[src/rtl/marin_reset_ctrl.sv]
// Board-level reset sequencer for the marin SoC: merges POR, PLL lock, push-button
// and software reset sources into one reset that asserts async and releases sync.
module marin_reset_ctrl #(
  parameter int SYNC_STAGES     = 2,
  parameter int DEBOUNCE_CYCLES = 1000000,
  parameter int HOLD_CYCLES     = 128,
  parameter int CNT_W           = 20
) (
  input  logic       clk_i,
  input  logic       rst_n_i,
  input  logic       pll_locked_i,
  input  logic       btn_i,
  input  logic       sw_rst_i,
  output logic       rst_o,
  output logic [1:0] rst_cause_o
);

  localparam logic [CNT_W-1:0] DEB_LAST  = CNT_W'(DEBOUNCE_CYCLES - 1);
  localparam logic [CNT_W-1:0] HOLD_LAST = CNT_W'(HOLD_CYCLES - 1);

  localparam logic [1:0] CAUSE_POR  = 2'b00;
  localparam logic [1:0] CAUSE_LOCK = 2'b01;
  localparam logic [1:0] CAUSE_BTN  = 2'b10;
  localparam logic [1:0] CAUSE_SW   = 2'b11;

  typedef enum logic [1:0] {
    S_WAIT_LOCK = 2'd0,
    S_HOLD      = 2'd1,
    S_RUN       = 2'd2
  } state_t;

  logic [SYNC_STAGES-1:0] lock_sync_reg;
  logic [SYNC_STAGES-1:0] btn_sync_reg;
  logic                   lock_s;
  logic                   btn_s;

  logic [CNT_W-1:0]       deb_cnt_reg;
  logic                   btn_deb_reg;

  state_t                 state_reg, state_next;
  logic [CNT_W-1:0]       hold_cnt_reg, hold_cnt_next;
  logic [1:0]             cause_reg, cause_next;
  logic                   rst_reg, rst_next;

  always_ff @(posedge clk_i or negedge rst_n_i) begin
    if (!rst_n_i) begin
      lock_sync_reg <= '0;
      btn_sync_reg  <= '0;
    end else begin
      lock_sync_reg <= {lock_sync_reg[SYNC_STAGES-2:0], pll_locked_i};
      btn_sync_reg  <= {btn_sync_reg[SYNC_STAGES-2:0], btn_i};
    end
  end

  assign lock_s = lock_sync_reg[SYNC_STAGES-1];
  assign btn_s  = btn_sync_reg[SYNC_STAGES-1];

  // Debounce runs independently of the FSM so a press is tracked even during lock loss.
  always_ff @(posedge clk_i or negedge rst_n_i) begin
    if (!rst_n_i) begin
      deb_cnt_reg <= '0;
      btn_deb_reg <= 1'b0;
    end else if (btn_s == btn_deb_reg) begin
      deb_cnt_reg <= '0;
    end else if (deb_cnt_reg == DEB_LAST) begin
      btn_deb_reg <= btn_s;
      deb_cnt_reg <= '0;
    end else begin
      deb_cnt_reg <= deb_cnt_reg + 1'b1;
    end
  end

  always_ff @(posedge clk_i or negedge rst_n_i) begin
    if (!rst_n_i) begin
      state_reg    <= S_WAIT_LOCK;
      hold_cnt_reg <= '0;
      cause_reg    <= CAUSE_POR;
      rst_reg      <= 1'b1;
    end else begin
      state_reg    <= state_next;
      hold_cnt_reg <= hold_cnt_next;
      cause_reg    <= cause_next;
      rst_reg      <= rst_next;
    end
  end

  always_comb begin
    state_next    = state_reg;
    hold_cnt_next = hold_cnt_reg;
    cause_next    = cause_reg;
    case (state_reg)
      S_WAIT_LOCK: begin
        if (lock_s && !btn_deb_reg) begin
          state_next    = S_HOLD;
          hold_cnt_next = '0;
        end
      end
      S_HOLD: begin
        if (!lock_s) begin
          state_next = S_WAIT_LOCK;
          cause_next = CAUSE_LOCK;
        end else if (btn_deb_reg) begin
          hold_cnt_next = '0;
        end else if (hold_cnt_reg == HOLD_LAST) begin
          state_next = S_RUN;
        end else begin
          hold_cnt_next = hold_cnt_reg + 1'b1;
        end
      end
      S_RUN: begin
        // Priority order decides which single cause is recorded.
        if (!lock_s) begin
          state_next = S_WAIT_LOCK;
          cause_next = CAUSE_LOCK;
        end else if (btn_deb_reg) begin
          state_next = S_WAIT_LOCK;
          cause_next = CAUSE_BTN;
        end else if (sw_rst_i) begin
          state_next = S_WAIT_LOCK;
          cause_next = CAUSE_SW;
        end
      end
      default: state_next = S_WAIT_LOCK;
    endcase
    rst_next = (state_next != S_RUN);
  end

  assign rst_o       = rst_reg;
  assign rst_cause_o = cause_reg;

endmodule
[config.mk]
export PLATFORM = sky130hd
export DESIGN_NAME = marin_reset_ctrl
export DESIGN_NICKNAME = d
export VERILOG_FILES = /design/src/rtl/marin_reset_ctrl.sv
export SDC_FILE = /design/constraint.sdc
export NUM_CORES = 1
export LEC_CHECK = 0
export BUFFER_PORTS_ARGS = -buffer_cell sky130_fd_sc_hd__buf_2
export CORE_MARGIN = 4
export CORE_UTILIZATION = 50
export DETAILED_ROUTE_END_ITERATION = 10
export PLACE_DENSITY = 0.74
export SETUP_SLACK_MARGIN = 0.5
export SLEW_MARGIN = 20
export SYNTH_ARGS = -nofsm -noshare
export SYNTH_HDL_FRONTEND = slang
export SYNTH_SLANG_ARGS = --single-unit
[constraint.sdc]
create_clock -name clk_i -period 2.6 [get_ports clk_i]
set_input_delay 0.26 -clock clk_i [delete_from_list [all_inputs] [get_ports clk_i]]
set_output_delay 0.26 -clock clk_i [all_outputs]
set_load 0.03 [all_outputs]
==> run_results.csv, run 1 <==
group,metric,value,unit
outcome,status,"finished clean",
setup_path,rr_endpoint,"hold_cnt_reg[7]",
detailed_routing,num_vias,1987,
setup_path,critical_path.endpoint_type,"register",
worst_hold_path,hold_start,"pll_locked_i",
setup_path,rr_startpoint,"hold_cnt_reg[0]",
placed_design,io_buffers,7,
clock_network,cts_tree,"done",
sta,fin_hold_ws,0.0622,ns
logic_synthesis,yosysMostFrequentCell,"dfrtp_1",
global_route,grt_overflow,0,
setup_path,rr_worst_depth,7,
cells_and_area,drive_gt1_share,13.7,%
setup_path,path_class,"register to register",
sta,final_hold_viol_count,0,
setup_path,ff2ff_setup_slack,0.68,ns
sta,rsz0062_at_grt,"no",
sta,period_share,73.7,%
logic_synthesis,synth_top_area_cell,"dfrtp_1",
detailed_routing,antenna_left,0,
worst_hold_path,min_to,"lock_sync_reg[0]",
clock_network,clk_pin_slew_worst_paths,0.09,ns
sta,slew_headroom,56.5,%
die,start_util,53.2,%
sta,clock_skew,0.00640,ns
global_route,grt_max_degree,28,
job,drv_cap,0,
logic_synthesis,yosysWarningCount,0,
sta,fmaxAchievable,0.522,GHz
logic_synthesis,synthTopCellsByArea,"dfrtp_1 48%, nor2_1 4.9%, xor2_1 4.8%, o21ai_1 3.7%, o31ai_1 3.5%",
clock_network,clk_latency,0.30,ns
sta,drv_slew,0,
setup_path,cp-start-kind,"register",
clock_network,clockBufferDepth,2,
detailed_routing,drc,0,
cells_and_area,nets,284,
logic_synthesis,synth_area_per_cell,9.70,um2
detailed_routing,first_pass_iters,4,
worst_hold_path,min_path_type,"input pin to register",
cells_and_area,diodes,0,
clock_network,post_cts_buffers,0,
logic_synthesis,synth_top_cell_area_share,47.5,%
global_route,grtUsageTotal,17.3,%
power_and_ir_drop,power.density,503,nW/um2
cells_and_area,utilization,57.7,%
logic_synthesis,ys_seq_area_share,48.5,%
logic_synthesis,syn_nets,273,
global_route,grt_pass1_wl,8830,um
detailed_routing,initialDrtViolationCount,158,
clock_network,numCtsBuffers,5,
setup_path,crit_fanout,8,
placed_design,dp_hpwl,3460,um
logic_synthesis,synthTopCellsByCount,"49 x dfrtp_1, 34 x nor2_1, 22 x nand2_1",
setup_path,crit_arrival,2.16,ns
clock_network,htreeDepth,2,
die,chipWidth,79.8,um
logic_synthesis,ys_ff_latch,50,
detailed_routing,viasPerCell,5.76,
logic_synthesis,synthArstFlopShare,100,%
global_route,antenna_found_initial,0,
logic_synthesis,mappedNetlistArea,2580,um2
sta,period_needed,1.92,ns
global_route,grt_pass1_vias,1882,
sta,tns,0,ns
detailed_routing,wl_per_cell,14.2,um
sta,setup_viol,0,
worst_hold_path,hold_path_depth,1,
logic_synthesis,yosys_most_used_dff,"dfrtp_1",
die,die_h,79.8,um
setup_path,worstPathRequired,2.84,ns
power_and_ir_drop,ir_drop,0.205,mV
die,num_rows,25,
die,fp.coreArea,4850,um2
die,ios,8,
logic_synthesis,ys_types,47,
clock_network,numClockSinks,50,
detailed_routing,wirelength,4900,um
sta,worst_slew_pin_slew,0.650,ns
placed_design,placed_cell_area,2670,um2
logic_synthesis,synth-edff-count,0,
logic_synthesis,postSynthCellCount,266,
placed_design,place_congestion,0.795,
power_and_ir_drop,leakage,0.00120,uW
clock_network,clockRootBuffer,"clkbuf_8",
cells_and_area,fin_area,2800,um2
die,dieArea,6370,um2
cells_and_area,n_fill_cell,436,
cells_and_area,area_delta_synth_final,8.39,%
## layout by cell type (no fill, tap or decap), types with 4 or more instances in the layout
cell type	n
nand3_1	15
dfrtp_1	49
a31oi_1	4
xor2_1	14
xnor2_1	5
o21ai_1	19
inv_1	8
clkbuf_8	8
nand2_1	22
o31ai_1	12
nand4_1	9
nor4_1	4
buf_2	7
a21oi_1	8
buf_4	6
nor2_1	34
nor3_1	4
o21ai_0	7
## cell families (layout without fill, tap and decap cells)
group | after synthesis | count (layout) | share of synthesized area (%)
multiplexers | 1 | 1 | 0.388
AO/OA/AOI/OAI | 60 | 60 | 14.7
XOR/XNOR | 19 | 19 | 6.45
AND/OR/NAND/NOR | 115 | 115 | 24.6
adder cells (fa/ha/maj) | 2 | 2 | 0.970
buffers and inverters | 19 | 31 | 4.32
flip-flops | 50 | 50 | 48.5
## worst max-delay path, cell delays in order, from the launching register on
cell and delay (ns):
dfrtp_1 0.42, ha_1 0.25, nand3_2 0.15, or2_1 0.25, o21bai_4 0.14, buf_4 0.17
or4_1 0.40, nand2_1 0.08
## timing repair
action / CTS / global route
resized for setup: 0 / 2
hold buffers: 1 / 0
endpoints found under the hold margin: 23 / 0
setup endpoints to repair: 0 / 14
## cell type report
cell class	instances	area (um2)	share of cell area, %
clock buffer	8	110	3.94
multi-input combinational	197	1230	43.8
tap	67	83.8	3.00
timing repair buffer	14	90.1	3.22
sequential	50	1250	44.8
inverter	9	33.8	1.21
## power breakdown
group | internal, uW | switching, uW
clock | 269 | 248
combinational | 31.0 | 54.6
sequential | 790 | 13.4
total | 1090 | 316
## worst max path at each step
stage	endpoint	cells past startpoint	slack [ns]	startpoint
4_1_cts	deb_cnt_reg[5]	7	0.57	deb_cnt_reg[0]
2_1_floorplan	hold_cnt_reg[8]	6	0.98	hold_cnt_reg[0]
3_5_place_dp	deb_cnt_reg[14]	7	0.58	deb_cnt_reg[0]
6_report	hold_cnt_reg[7]	7	0.68	hold_cnt_reg[0]
3_3_place_gp	deb_cnt_reg[2]	7	0.66	deb_cnt_reg[0]
5_1_grt	hold_cnt_reg[7]	7	0.51	hold_cnt_reg[0]
## routing by layer
metal	share of wire [%]	GRT usage [%]
met3	4.5	3.95
met1	50	25.3
met2	44	25.7
met4	1.5	4.90
met5	0	0
## per-stage QoR
| step | worst slack (ns) | std cells | total power, uW |
|---|---|---|---|
| detailed placement | 0.583 | 336 | 903 |
| CTS | 0.571 | 345 | 1420 |
| floorplan | 0.984 | 266 | 869 |
| global route | 0.512 | 345 | 1480 |
| finish | 0.685 | 345 | 1410 |
| global placement | 0.656 | 336 | 901 |
(Power assumes the default switching activity.)
==> inputs of run 2 (changes only) <==
--- a/config.mk
+++ b/config.mk
@@ -5,6 +5,7 @@
 export SDC_FILE = /design/constraint.sdc
 export NUM_CORES = 1
 export LEC_CHECK = 0
+export ABC_AREA = 1
 export BUFFER_PORTS_ARGS = -buffer_cell sky130_fd_sc_hd__buf_2
 export CORE_MARGIN = 4
 export CORE_UTILIZATION = 50
==> constraint.sdc (replaced) <==
create_clock -name clk_i -period 1.88 [get_ports clk_i]
set_input_delay 0.188 -clock clk_i [delete_from_list [all_inputs] [get_ports clk_i]]
set_output_delay 0.188 -clock clk_i [all_outputs]
set_load 0.03 [all_outputs]
==> run 2 against run 1 <==
Against the previous run: hold slack better by 0.14 ns; sequential share of layout area is 12 points lower; utilization up 11 points; first-iteration DRC count rose by 140%; cell count is 51% higher; flip-flop and latch count is the same; combinational power grew to 4.6 times the previous value; setup slack worse by 0.39 ns; fmax increased by 21%; critical path type unchanged.
==> run_results.csv, run 2 <==
group,metric,value,unit
clock_network,numClockSinks,50,
power_and_ir_drop,power.density,566,nW/um2
setup_path,cp_num_buf_inv,3,
detailed_routing,first_pass_iters,5,
logic_synthesis,synthTopCellsByArea,"dfrtp_1 42%, nand2_1 15%, nor2_1 7.9%, nand3_1 5.4%, inv_1 5.2%",
cells_and_area,layout_common_cells,"98 x nand2_1, 45 x nor2_1, 37 x inv_1",
setup_path,worstPathRequired,2.08,ns
logic_synthesis,synthTopCellsByCount,"117 x nand2_1, 61 x nor2_1, 49 x dfrtp_1",
die,fp.coreArea,5570,um2
logic_synthesis,yosysMostFrequentCell,"nand2_1",
detailed_routing,wl_per_cell,15.6,um
setup_path,path_cells,"buf_6, buf_12, nor2_4, nand3_4, o21ai_4, buf_12, nand2_8, nand2_1, nand2_1",
placed_design,dp_slack,0.210,ns
logic_synthesis,mappedNetlistArea,2900,um2
setup_path,crit_family,"simple AND/OR/NAND/NOR gates",
logic_synthesis,ys_seq_area_share,43.2,%
job,drv_cap,0,
clock_network,clk_latency,0.30,ns
placed_design,dp_hpwl,4300,um
die,ios,8,
sta,clock_skew,0.00688,ns
cells_and_area,utilization,68.7,%
logic_synthesis,synth_top_area_cell,"dfrtp_1",
setup_path,slowest_stage,"dfrtp_2",
power_and_ir_drop,total_power,2170,uW
setup_path,cpPeakStageDelay,0.45,ns
sta,drv_slew,0,
logic_synthesis,postSynthCellCount,394,
cells_and_area,n_fill_cell,364,
sta,setup_viol,0,
global_route,grt_pass1_vias,2688,
cells_and_area,drive_gt1_share,33.0,%
sta,layout_setup_ws,0.295,ns
cells_and_area,nets,454,
logic_synthesis,synth_top_cell_area_share,42.3,%
die,chipWidth,84.1,um
detailed_routing,drc,0,
sta,worst_slew_pin_slew,0.561,ns
setup_path,critical_path.endpoint_type,"register",
logic_synthesis,yosys_most_used_dff,"dfrtp_1",
power_and_ir_drop,ir_drop,0.555,mV
clock_network,clk_pin_slew_worst_paths,0.10,ns
sta,rsz0062_at_grt,"yes",
sta,slew_headroom,62.6,%
worst_hold_path,min_path_type,"input pin to register",
sta,tns,0,ns
sta,period_needed,1.59,ns
logic_synthesis,ys_types,29,
setup_path,crit_fanout,10,
cells_and_area,area_delta_synth_final,32.1,%
global_route,grt_overflow,0,
logic_synthesis,synthArstFlopShare,100,%
setup_path,path_class,"register to register",
detailed_routing,viasPerCell,5.60,
global_route,grt_pass1_wl,12400,um
detailed_routing,wirelength,8140,um
cells_and_area,diodes,0,
logic_synthesis,ys_ff_latch,50,
die,dieArea,7080,um2
detailed_routing,num_vias,2910,
die,die_h,84.1,um
logic_synthesis,synth_area_per_cell,7.36,um2
clock_network,htreeDepth,2,
logic_synthesis,syn_nets,401,
global_route,grtUsageTotal,21.1,%
power_and_ir_drop,leakage,0.00167,uW
outcome,status,"finished clean",
clock_network,clockRootBuffer,"clkbuf_8",
clock_network,cts_tree,"done",
global_route,antenna_found_initial,0,
setup_path,crit_arrival,1.78,ns
logic_synthesis,synth-edff-count,0,
setup_path,cp-start-kind,"register",
clock_network,numCtsBuffers,5,
clock_network,clockBufferDepth,2,
placed_design,place_congestion,0.857,
detailed_routing,initialDrtViolationCount,381,
sta,final_hold_viol_count,0,
global_route,grt_max_degree,30,
die,start_util,52.0,%
die,num_rows,27,
placed_design,placed_cell_area,3000,um2
detailed_routing,antenna_left,0,
logic_synthesis,yosysWarningCount,0,
sta,period_share,84.3,%
sta,fmaxAchievable,0.631,GHz
cells_and_area,fin_area,3830,um2
placed_design,io_buffers,7,
cells_and_area,layout_commonest_cell,"nand2_1",
run 2: cell count changes after synthesis, moves of 5 or more:
cell / change
inv_1: +32
nand2_1: +95
nand3_1: +16
nand4_1: +7
nor2_1: +27
nor2_2: +8
o21ai_1: -12
o31ai_1: -12
xor2_1: -5
run 2: where the power goes:
part	switching [uW]	leakage, uW	internal (uW)
clock network	375	0.0000441	262
logic	238	0.000972	152
registers	35.1	0.000650	1110
total	648	0.00167	1520
run 2: cell families after synthesis:
| group | count (synthesis) | synth area share, % |
|---|---|---|
| fa+ha+maj | 2 | 0.863 |
| xor+xnor | 15 | 4.53 |
| buf+inv | 49 | 7.60 |
| flops | 50 | 43.2 |
| compound gates | 21 | 4.19 |
| simple gates | 257 | 39.6 |
run 2: layout make-up:
| cell class | instances | area (um2) | area share [%] |
|---|---|---|---|
| inverter | 44 | 178 | 4.64 |
| clock buffer | 5 | 68.8 | 1.80 |
| sequential | 50 | 1270 | 33.2 |
| timing repair buffer | 48 | 412 | 10.8 |
| multi-input combinational | 298 | 1790 | 46.7 |
| tap | 72 | 90.1 | 2.35 |
| clock inverter | 3 | 21.3 | 0.556 |
run 2: path summary, 6_finish.rpt:
check | start | end | slack [ns] | depth (start not counted)
setup / recovery | btn_deb_reg | hold_cnt_reg[10] | 0.29 | 9
hold / removal | sw_rst_i | state_reg[1] | 0.21 | 4
setup reg to reg | btn_deb_reg | hold_cnt_reg[10] | 0.29 | 9
hold reg to reg | lock_sync_reg[0] | lock_sync_reg[1] | 0.36 | 0
max in group asynchronous | rst_n_i | rst_o | 0.85 | 3
min in group asynchronous | rst_n_i | deb_cnt_reg[15] | 0.41 | 2
run 2: worst register-to-register path, delay by kind of cell, from the launching register on:
family	cells	cell delay, ns
and+or+nand+nor	5	0.49
DFF	1	0.45
buffers and inverters	3	0.43
AOI/OAI and AO/OA	1	0.11
run 2: repair_timing:
| action | in CTS | in global routing |
|---|---|---|
| hold endpoints to repair | 23 | 0 |
| cloned | 3 | 0 |
| gates resized for setup | 46 | 57 |
| setup buffers | 23 | 14 |
| pin swaps | 11 | 11 |
| hold buffers | 3 | 0 |
| endpoints found under the setup margin | 36 | 39 |
run 2: metrics by stage:
step	hold slack, ns	instances
3_3_place_gp	0.188	469
3_5_place_dp	0.189	469
4_1_cts	0.186	506
2_1_floorplan	-0.108	394
5_1_grt	0.247	520
6_report	0.206	520
run 2: layer usage:
metal | GRT usage (%) | vias to the layer above | routed length, um
li1 | - | 1368 | -
met1 | 28.7 | 1343 | 3410
met2 | 33.9 | 174 | 3910
met3 | 3.14 | 25 | 633
met4 | 8.63 | 0 | 182
met5 | 0 | - | 0
==> inputs of run 3 (changes only) <==
--- a/config.mk
+++ b/config.mk
@@ -10,7 +10,7 @@
 export CORE_MARGIN = 4
 export CORE_UTILIZATION = 50
 export DETAILED_ROUTE_END_ITERATION = 10
-export PLACE_DENSITY = 0.74
+export PLACE_DENSITY = 0.77
 export SETUP_SLACK_MARGIN = 0.5
 export SLEW_MARGIN = 20
 export SYNTH_ARGS = -nofsm -noshare
==> constraint.sdc (replaced) <==
create_clock -name clk_i -period 1.3 [get_ports clk_i]
set_input_delay 0.13 -clock clk_i [delete_from_list [all_inputs] [get_ports clk_i]]
set_output_delay 0.13 -clock clk_i [all_outputs]
set_load 0.03 [all_outputs]
==> run 3 against run 2 <==
Against the previous run: the run now ends with negative hold slack, negative setup slack left; first-iteration DRC count increased by 58%; largest power group unchanged; critical path depth decreased by 1; non-clock buffer count increased by 64; highest routed layer unchanged.
==> run_results.csv, run 3 (same netlist as run 2, synthesis figures left out) <==
group,metric,value,unit
clock_network,htreeDepth,2,
die,die_h,84.1,um
global_route,grt_overflow,0,
setup_path,path_cells,"nor2_1, nand2_1, nor2_4, nand4_1, nand2_4, buf_12, nand2_2, o21ai_1",
global_route,grt_pass1_wl,15900,um
die,dieArea,7080,um2
worst_hold_path,min_path_type,"input pin to async pin",
power_and_ir_drop,power.density,811,nW/um2
sta,drv_slew,0,
clock_network,clockRootBuffer,"clkbuf_8",
placed_design,io_buffers,7,
job,drv_cap,0,
detailed_routing,wl_per_cell,21.7,um
outcome,status,"complete, but fails checks",
cells_and_area,nets,517,
sta,fin_hold_ws,-0.301,ns
sta,fmaxAchievable,0.555,GHz
sta,layout_setup_ws,-0.501,ns
sta,rsz0062_at_grt,"yes",
detailed_routing,wirelength,12600,um
setup_path,slowest_stage,"dfrtp_1",
setup_path,path_class,"register to register",
clock_network,clk_pin_slew_worst_paths,0.11,ns
sta,clock_skew,0.0118,ns
cells_and_area,n_fill_cell,281,
global_route,busiest_layer,"met2",
die,num_rows,27,
placed_design,dp_hpwl,5280,um
die,start_util,52.0,%
setup_path,rr_startpoint,"hold_cnt_reg[14]",
cells_and_area,layout_commonest_cell,"buf_4",
clock_network,cts_tree,"done",
detailed_routing,num_vias,3670,
die,chipWidth,84.1,um
detailed_routing,drc,0,
detailed_routing,antenna_left,0,
setup_path,crit_arrival,2.04,ns
power_and_ir_drop,ir_drop,0.597,mV
sta,worst_slew_pin_slew,0.393,ns
global_route,grt_max_degree,38,
detailed_routing,initialDrtViolationCount,602,
clock_network,numCtsBuffers,5,
power_and_ir_drop,pwr-share-seq,44.7,%
setup_path,cpPeakStageDelay,0.43,ns
power_and_ir_drop,total_power,3700,uW
global_route,antenna_found_initial,0,
detailed_routing,viasPerCell,6.30,
sta,final_hold_viol_count,13,
sta,period_needed,1.80,ns
sta,period_share,139,%
clock_network,numClockSinks,50,
clock_network,clk_latency,0.32,ns
global_route,grtUsageTotal,28.0,%
power_and_ir_drop,switching_share,30.7,%
cells_and_area,fin_area,4560,um2
setup_path,critical_path.endpoint_type,"register",
clock_network,clockBufferDepth,2,
power_and_ir_drop,clkPwrFrac,32.5,%
placed_design,place_congestion,0.907,
setup_path,worstPathRequired,1.54,ns
detailed_routing,first_pass_iters,5,
power_and_ir_drop,power.internal,2560,uW
power_and_ir_drop,leakage,0.00211,uW
clock_network,hold_buffers,2,
cells_and_area,area_delta_synth_final,57.2,%
cells_and_area,drive_gt1_share,49.5,%
cells_and_area,diodes,0,
outcome,violations,"negative hold slack, negative setup slack",
setup_path,cp-start-kind,"register",
global_route,gr-usage-met1,33.7,%
die,ios,8,
power_and_ir_drop,p_comb_share,22.8,%
cells_and_area,utilization,81.8,%
power_and_ir_drop,p_switching,1130,uW
sta,setup_viol,45,
setup_path,crit_fanout,5,
global_route,grt_use_met2,47.1,%
cells_and_area,layout_common_cells,"85 x buf_4, 84 x nand2_1, 45 x dfrtp_1",
sta,tns,-13.68,ns
global_route,grtUsageMet3,6.08,%
die,fp.coreArea,5570,um2
global_route,grt_pass1_vias,3290,
sta,slew_headroom,73.6,%
placed_design,placed_cell_area,3710,um2
setup_path,cp-startpoint,"hold_cnt_reg[14]",
run 3: cell count changes in the layout (fill, tap and decap cells not counted), moves of 8 or more:
cell,before,now
inv_1,37,28
nand3_1,26,16
buf_6,3,15
nand3_2,3,14
buf_4,31,85
dfrtp_2,15,4
dfrtp_1,34,45
nand2_1,98,84
nor2_1,45,37
run 3: final timing paths:
path,slack (ns),cells past startpoint,end
worst max register to register,-0.50,8,hold_cnt_reg[4]
max in group asynchronous,1.01,2,rst_o
worst max-delay path,-0.50,8,hold_cnt_reg[4]
min in group clk_i,0.16,4,state_reg[1]
worst min-delay path,-0.30,1,deb_cnt_reg[10]
worst min register to register,0.36,0,lock_sync_reg[1]
run 3: layout make-up:
cell class              instances  area [um2]  area share [%]
repair inverters                1        7.51           0.165
clock buffers                   5        68.8            1.51
repair buffers                112         980            21.5
inverters                      44         188            4.12
flip-flops and latches         50        1260            27.6
multi-input cells             296        1920            42.1
well taps                      72        90.1            1.98
clock inverters                 3        47.5            1.04
run 3: layer usage:
layer | wire (um) | part of all wire [%] | vias to the layer above
met1 | 4450 | 35 | 1734
met3 | 1410 | 11 | 125
met5 | 0 | 0 | -
met4 | 1090 | 8.6 | 0
li1 | - | - | 1483
met2 | 5690 | 45 | 328
run 3: repair_timing:
action | CTS | global route
setup endpoints to repair | 49 | 49
endpoints found under the hold margin | 15 | 13
gates cloned | 3 | 1
setup buffers | 17 | 9
gates resized for setup | 48 | 83
pin swaps | 28 | 32
run 3: metrics by stage:
step	worst slack, ns	std cells
2_1_floorplan	-0.0651	394
3_3_place_gp	-0.174	543
3_5_place_dp	-0.235	543
4_1_cts	-0.180	573
5_1_grt	-0.489	583
6_report	-0.501	583
run 3: critical path, delay by kind of cell, from the launching register on:
kind / cells / cell delay [ns]
AO/OA/AOI/OAI: 1 / 0.10
buffers and inverters: 1 / 0.16
flip-flops: 1 / 0.43
AND/OR/NAND/NOR: 6 / 1.04
run 3: power groups by stage:
stage	Sequential, uW	Combinational [uW]	Clock (uW)
3_5_place_dp	1680	502	0
3_3_place_gp	1680	493	0
5_1_grt	1660	867	1280
6_report	1650	841	1200
2_1_floorplan	1670	275	0
4_1_cts	1640	632	1180
